**src/rtl/ped_pkg.sv**
```systemverilog
// Shared types and helpers for the pedestrian phase scheduler.
// Holds the phase state encoding, timer/crosswalk sizing and the
// index-to-one-hot lamp decode used by the scheduler.
package ped_pkg;

    localparam int TMR_W  = 5;
    localparam int NUM_XW = 4;

    typedef enum logic [2:0] {
        IDLE    = 3'd0,
        REQ     = 3'd1,
        WALK    = 3'd2,
        CLEAR   = 3'd3,
        RELEASE = 3'd4
    } ped_state_t;

    // Turn a crosswalk index into the matching lamp bit
    function automatic logic [NUM_XW-1:0] idx_to_onehot(input logic [1:0] idx);
        logic [NUM_XW-1:0] oh;
        oh      = '0;
        oh[idx] = 1'b1;
        return oh;
    endfunction

endpackage

```
**src/rtl/ped_rr_arbiter.sv**
```systemverilog
// Combinational 4-way round-robin arbiter for crosswalk requests.
// Grants the first pending crosswalk at or after rr_ptr, wrapping D back to A.
module ped_rr_arbiter
    import ped_pkg::*;
(
    input  logic [NUM_XW-1:0] pending,
    input  logic [1:0]        rr_ptr,
    output logic [1:0]        grant_idx,
    output logic              grant_valid
);

    // Scan from the farthest offset down so the nearest pending crosswalk wins last
    always_comb begin
        logic [1:0] cand;
        cand        = '0;
        grant_idx   = '0;
        grant_valid = 1'b0;
        for (int i = NUM_XW - 1; i >= 0; i--) begin
            cand = rr_ptr + 2'(i);
            if (pending[cand]) begin
                grant_idx   = cand;
                grant_valid = 1'b1;
            end
        end
    end

endmodule

```
**src/rtl/ped_phase_scheduler.sv**
```systemverilog
// Exclusive pedestrian phase scheduler for a four-way intersection.
// Latches crosswalk requests, picks one round-robin, parks traffic in all-red
// through the hold handshake, then times walk and clearance on sec_tick and
// enforces a vehicle gap before the next pedestrian phase.
// Optional feature: define PED_CHIRP_EN to add the audible chirp output.
module ped_phase_scheduler
    import ped_pkg::*;
#(
    parameter int unsigned WALK_TIME  = 20,
    parameter int unsigned CLEAR_TIME = 5,
    parameter int unsigned GAP_TIME   = 30
) (
    input  logic              clk,
    input  logic              rst,
    input  logic              sec_tick,
    input  logic [NUM_XW-1:0] ped_btn,
    input  logic              hold_ack,
    output logic              hold_req,
    output logic [NUM_XW-1:0] walk,
    output logic [NUM_XW-1:0] flash,
    output logic [NUM_XW-1:0] ped_pending,
    output logic [1:0]        grant_idx
`ifdef PED_CHIRP_EN
    ,
    output logic              chirp
`endif
);

    localparam logic [TMR_W-1:0] WALK_T  = TMR_W'(WALK_TIME);
    localparam logic [TMR_W-1:0] CLEAR_T = TMR_W'(CLEAR_TIME);
    localparam logic [TMR_W-1:0] GAP_T   = TMR_W'(GAP_TIME);
    localparam logic [TMR_W-1:0] ONE_T   = TMR_W'(1);

    ped_state_t        state_q, state_d;
    logic [TMR_W-1:0]  timer_q, timer_d;
    logic [1:0]        rr_ptr_q, rr_ptr_d;
    logic [1:0]        grant_q, grant_d;
    logic [NUM_XW-1:0] pending_q, pending_d;
    logic              hold_req_q, hold_req_d;
    logic [NUM_XW-1:0] walk_q, walk_d;
    logic [NUM_XW-1:0] flash_q, flash_d;
    logic [NUM_XW-1:0] grant_mask;
    logic [NUM_XW-1:0] btn_set;
    logic [1:0]        arb_idx;
    logic              arb_valid;
`ifdef PED_CHIRP_EN
    logic              chirp_q, chirp_d;
`endif

    ped_rr_arbiter u_arb (
        .pending     (pending_q),
        .rr_ptr      (rr_ptr_q),
        .grant_idx   (arb_idx),
        .grant_valid (arb_valid)
    );

    // Next-state, timer, request latch and registered-output decode
    always_comb begin
        state_d    = state_q;
        timer_d    = timer_q;
        rr_ptr_d   = rr_ptr_q;
        grant_d    = grant_q;
        grant_mask = idx_to_onehot(grant_q);
        btn_set    = ped_btn;
        if (state_q == WALK || state_q == CLEAR) begin
            btn_set = ped_btn & ~grant_mask;
        end
        pending_d = pending_q | btn_set;

        case (state_q)
            IDLE: begin
                if (sec_tick && timer_q != '0) begin
                    timer_d = timer_q - ONE_T;
                end
                if (arb_valid && timer_q == '0) begin
                    state_d = REQ;
                    grant_d = arb_idx;
                end
            end
            REQ: begin
                if (hold_ack) begin
                    state_d   = WALK;
                    timer_d   = WALK_T;
                    rr_ptr_d  = grant_q + 2'd1;
                    pending_d = pending_d & ~grant_mask;
                end
            end
            WALK: begin
                if (!hold_ack) begin
                    state_d   = IDLE;
                    timer_d   = GAP_T;
                    pending_d = pending_d | grant_mask;
                end else if (sec_tick) begin
                    if (timer_q == ONE_T) begin
                        state_d = CLEAR;
                        timer_d = CLEAR_T;
                    end else if (timer_q > ONE_T) begin
                        timer_d = timer_q - ONE_T;
                    end
                end
            end
            CLEAR: begin
                if (!hold_ack) begin
                    state_d   = IDLE;
                    timer_d   = GAP_T;
                    pending_d = pending_d | grant_mask;
                end else if (sec_tick) begin
                    if (timer_q == ONE_T) begin
                        state_d = RELEASE;
                    end else if (timer_q > ONE_T) begin
                        timer_d = timer_q - ONE_T;
                    end
                end
            end
            RELEASE: begin
                if (!hold_ack) begin
                    state_d = IDLE;
                    timer_d = GAP_T;
                end
            end
            default: begin
                state_d = IDLE;
            end
        endcase

        hold_req_d = (state_d == REQ) || (state_d == WALK) || (state_d == CLEAR);
        walk_d     = (state_d == WALK)  ? idx_to_onehot(grant_d) : '0;
        flash_d    = (state_d == CLEAR) ? idx_to_onehot(grant_d) : '0;
`ifdef PED_CHIRP_EN
        chirp_d = 1'b0;
        if (state_d == WALK) begin
            chirp_d = (state_q == WALK && sec_tick) ? ~chirp_q : chirp_q;
        end
`endif
    end

    // Phase state, timer, arbitration pointer and Moore outputs
    always_ff @(posedge clk) begin
        if (rst) begin
            state_q    <= IDLE;
            timer_q    <= '0;
            rr_ptr_q   <= '0;
            grant_q    <= '0;
            pending_q  <= '0;
            hold_req_q <= 1'b0;
            walk_q     <= '0;
            flash_q    <= '0;
`ifdef PED_CHIRP_EN
            chirp_q    <= 1'b0;
`endif
        end else begin
            state_q    <= state_d;
            timer_q    <= timer_d;
            rr_ptr_q   <= rr_ptr_d;
            grant_q    <= grant_d;
            pending_q  <= pending_d;
            hold_req_q <= hold_req_d;
            walk_q     <= walk_d;
            flash_q    <= flash_d;
`ifdef PED_CHIRP_EN
            chirp_q    <= chirp_d;
`endif
        end
    end

    assign hold_req    = hold_req_q;
    assign walk        = walk_q;
    assign flash       = flash_q;
    assign ped_pending = pending_q;
    assign grant_idx   = grant_q;
`ifdef PED_CHIRP_EN
    assign chirp       = chirp_q;
`endif

endmodule

```
**config.mk**
```make
export PLATFORM = sky130hd
export DESIGN_NAME = ped_phase_scheduler
export DESIGN_NICKNAME = d
export VERILOG_FILES = /design/src/rtl/ped_pkg.sv /design/src/rtl/ped_rr_arbiter.sv /design/src/rtl/ped_phase_scheduler.sv
export SDC_FILE = /design/constraint.sdc
export NUM_CORES = 1
export LEC_CHECK = 0
export ABC_AREA = 1
export CORE_MARGIN = 2
export CORE_UTILIZATION = 45
export DETAILED_ROUTE_END_ITERATION = 7
export HOLD_SLACK_MARGIN = 0.08
export MAX_ROUTING_LAYER = met4
export PLACE_DENSITY = 0.7
export SYNTH_ARGS = -nofsm -noshare
export SYNTH_HDL_FRONTEND = slang
export SYNTH_SLANG_ARGS = --single-unit
```
**constraint.sdc**
```tcl
create_clock -name clk -period 1.8 [get_ports clk]
set_input_delay 0.27 -clock clk [delete_from_list [all_inputs] [get_ports clk]]
set_output_delay 0.27 -clock clk [all_outputs]
set_load 0.005 [all_outputs]
```
==> results.toml <==
[outcome]
status = "finished clean"

[die]
dieArea_um2 = 4091
row_count = 21
dieWidth_um = 63.96
dieHeight_um = 63.96
start_util_pct = 47.73
io_pins = 23
core_area_um2 = 3390

[global_routing]
grtUsageMet3_pct = 2.817
grt_util_met1_pct = 27.80
grt_pass1_vias = 1497
grt_overflow_total = 0
grtUsageMet2_pct = 33.33
grt_most_used_layer = "met2"
grt_antenna_before_repair = 0
grt_pass1_wl_mm = 6.624
track_usage_pct = 20.57
grt_max_degree = 16

[cts]
cts_root_buffer = "clkbuf_4"
cts.sink_count = 25
path_clk_slew_ns = 0.15
htreeDepth = 1
cts_hold_buf = 0
clk_path_buf_depth = 2
cts_resized = 0
numCtsBuffers = 3
clock_latency_ns = 0.31
post-cts-setup-buffer-count = 0
cts_tree = "done"

[worst_hold_path]
hold_path_class = "in -> reg"

[logic_synthesis]
synth_seq_cells = 25
yosysUniqueCellTypes = 28
synth_top_family_by_area = "simple AND/OR/NAND/NOR gates"
synth_compound_area_share_pct = 13.84
synth_area_um2 = 1618
synth_nets = 262
synth_warnings = 0
yosysSeqAreaShare_pct = 30.94
synth.area.mux_share_pct = 0
synth_fa_ha_area_share_pct = 5.414
synth_area_per_cell_um2 = 6.550
syn_inst = 247
synth-simple-area-share_pct = 38.44
synthXorXnorAreaFrac_pct = 1.624

[pwr]
total_leakage_power_nw = 0.9048
intPower_mw = 1.409
totalPowerFinal_mw = 2.752
seq_power_share_pct = 28.8
sw_frac_of_total_pct = 48.79
power.density_nw_per_um2 = 1376
combPwrFrac_pct = 61.7
ir_drop_mv = 0.7786
clockPowerShare_pct = 9.5
netSwitchingPower_mw = 1.343

[cells_and_area]
drive_above_1_share_pct = 19.71
syn_to_final_growth_pct = 23.59
stdcell_area_um2 = 1999
finalCoreUtilization_pct = 58.99
diodes = 0
layout.nets = 295

[worst_setup_path]
required_ns = 2.06
crit_slowest_cell = "dfxtp_2"
endpoint_kind = "flip-flop"
critPathMaxStageDelay_ns = 0.38
cpMostUsedCell = "inv_2"
cp_num_buf_inv = 2
cp-start-kind = "flip-flop"
critPathTopFamily = "simple AND/OR/NAND/NOR gates"
cp_max_fo = 7
worstPathArrival_ns = 1.93
crit_type = "reg -> reg"
crit_chain = "inv_2, ha_2, nand3_1, nor3_4, nand2_4, nand2_2, inv_2, a21oi_2, nand2_1, nor2_1"

[placement]
dpl_cell_area_um2 = 1953
portBuffers = 22
hpwlAfterDp_mm = 2.996
gp_congestion = 0.9614

[drt]
drcViolationCount = 0
viasPerCell = 4.975
vias = 1617
antenna_left = 0
first_iter_violations = 70
drt_first_pass_iters = 4
routed_wirelength_mm = 3.739
wl_per_cell_um = 11.50

[sta]
rsz0062_at_grt = "true"
maxSlewViolCount = 0
setup_tns_ns = 0
finalSetupViolations = 0
period_share_pct = 92.54
clock_skew_ns = 0.001379
timing.fmax_ghz = 0.6003
worst_pin_slew_ns = 0.2839
hold_viol_final = 0
fin_crit_ns = 1.666
slew_headroom_pct = 80.93
worst_hold_slack_ns = 0.5217

[job]
max_cap_viol_count = 0
## power by group through the flow
stage	combinational [mW]	clock (mW)	sequential [mW]
2_1_floorplan	1.25	0	0.765
3_3_place_gp	1.65	0	0.797
3_5_place_dp	1.64	0	0.795
4_1_cts	1.65	0.270	0.784
5_1_grt	1.93	0.300	0.810
6_report	1.70	0.260	0.792
## path summary, 6_finish.rpt
path	startpoint	to	slack, ns	depth (start not counted)
setup / recovery	timer_q[0]	walk[0]	0.13	10
hold / removal	ped_btn[2]	ped_pending[2]	0.52	3
setup reg to reg	timer_q[0]	walk[0]	0.13	10
hold reg to reg	ped_pending[3]	ped_pending[3]	0.55	2
## kinds of logic (layout without fill, tap and decap cells)
group / after synthesis / in the layout
AO/OA/AOI/OAI: 40 / 40
XOR/XNOR: 3 / 3
adder cells (fa/ha/maj): 7 / 7
buffers and inverters: 37 / 69
flip-flops: 25 / 25
AND/OR/NAND/NOR: 135 / 135
## registers in the layout (all words and copies together) (netlist names)
signal / cells
walk: 4
flash: 4
timer_q: 5
state_q: 3
hold_req: 1
grant_idx: 2
ped_pending: 4
rr_ptr_q: 2
## per-stage QoR
| step | instances | setup slack [ns] |
|---|---|---|
| 2_1_floorplan | 247 | 0.3530 |
| 3_3_place_gp | 321 | 0.01809 |
| 3_5_place_dp | 321 | -0.01455 |
| 4_1_cts | 325 | 0.05715 |
| 5_1_grt | 325 | -0.01286 |
| 6_report | 325 | 0.1342 |
## synthesized netlist by cell type (all sizes together)
library cell | count | area, um2
o22ai | 1 | 6.260
nor3 | 5 | 35.03
nor4 | 1 | 6.260
o211ai | 2 | 15.01
xor2 | 3 | 26.28
and3 | 1 | 6.260
a22o | 1 | 8.760
dfxtp | 25 | 500.5
clkbuf | 1 | 3.750
ha | 7 | 87.58
buf | 2 | 18.77
a21oi | 15 | 78.83
nand2 | 75 | 334.1
a31oi | 2 | 12.51
a221oi | 2 | 17.52
o21ai | 17 | 85.08
inv | 34 | 135.1
nor2 | 34 | 145.1
nand3 | 19 | 95.09
## cell usage in the layout, fill, tap and decap left out
master,Yosys,routed
a21oi_1,14,14
a21oi_2,1,1
a221oi_1,2,2
a22o_1,1,1
a31oi_1,2,2
and3_1,1,1
buf_12,0,1
buf_4,1,8
clkbuf_4,0,3
clkdlybuf4s50_1,0,22
clkinvlp_4,0,1
dfxtp_1,25,23
dfxtp_2,0,2
ha_1,7,6
ha_2,0,1
inv_1,26,24
inv_2,7,9
inv_8,1,1
nand2_1,56,56
nand2_2,18,18
nand2_4,1,1
nand3_1,19,19
nor2_1,27,27
nor2_2,7,6
nor2_4,0,1
nor3_1,3,3
nor3_2,2,1
nor3_4,0,1
nor4_1,1,1
o211ai_1,2,2
o21ai_0,13,13
o21ai_1,4,4
o22ai_1,1,1
xor2_1,3,3
## cell type report
| type | count | area [um2] |
|---|---|---|
| timing repair buffer | 31 | 300.3 |
| sequential | 25 | 503.0 |
| multi-input combinational | 185 | 973.4 |
| clock buffer | 3 | 22.52 |
| fill | 317 | 1390 |
| inverter | 34 | 135.1 |
| tap | 46 | 57.56 |
| clock inverter | 1 | 7.507 |
## routing by layer
metal	vias to the layer above	wire, um
met4	0	33
met3	2	165
met5	-	0
met1	712	1889
li1	865	-
met2	38	1650
## tightest hold or removal path, cell delays in order
cell             delay, ns
clkdlybuf4s50_1       0.40
nand2_1               0.07
a221oi_1              0.06
(Power assumes the default switching activity.)
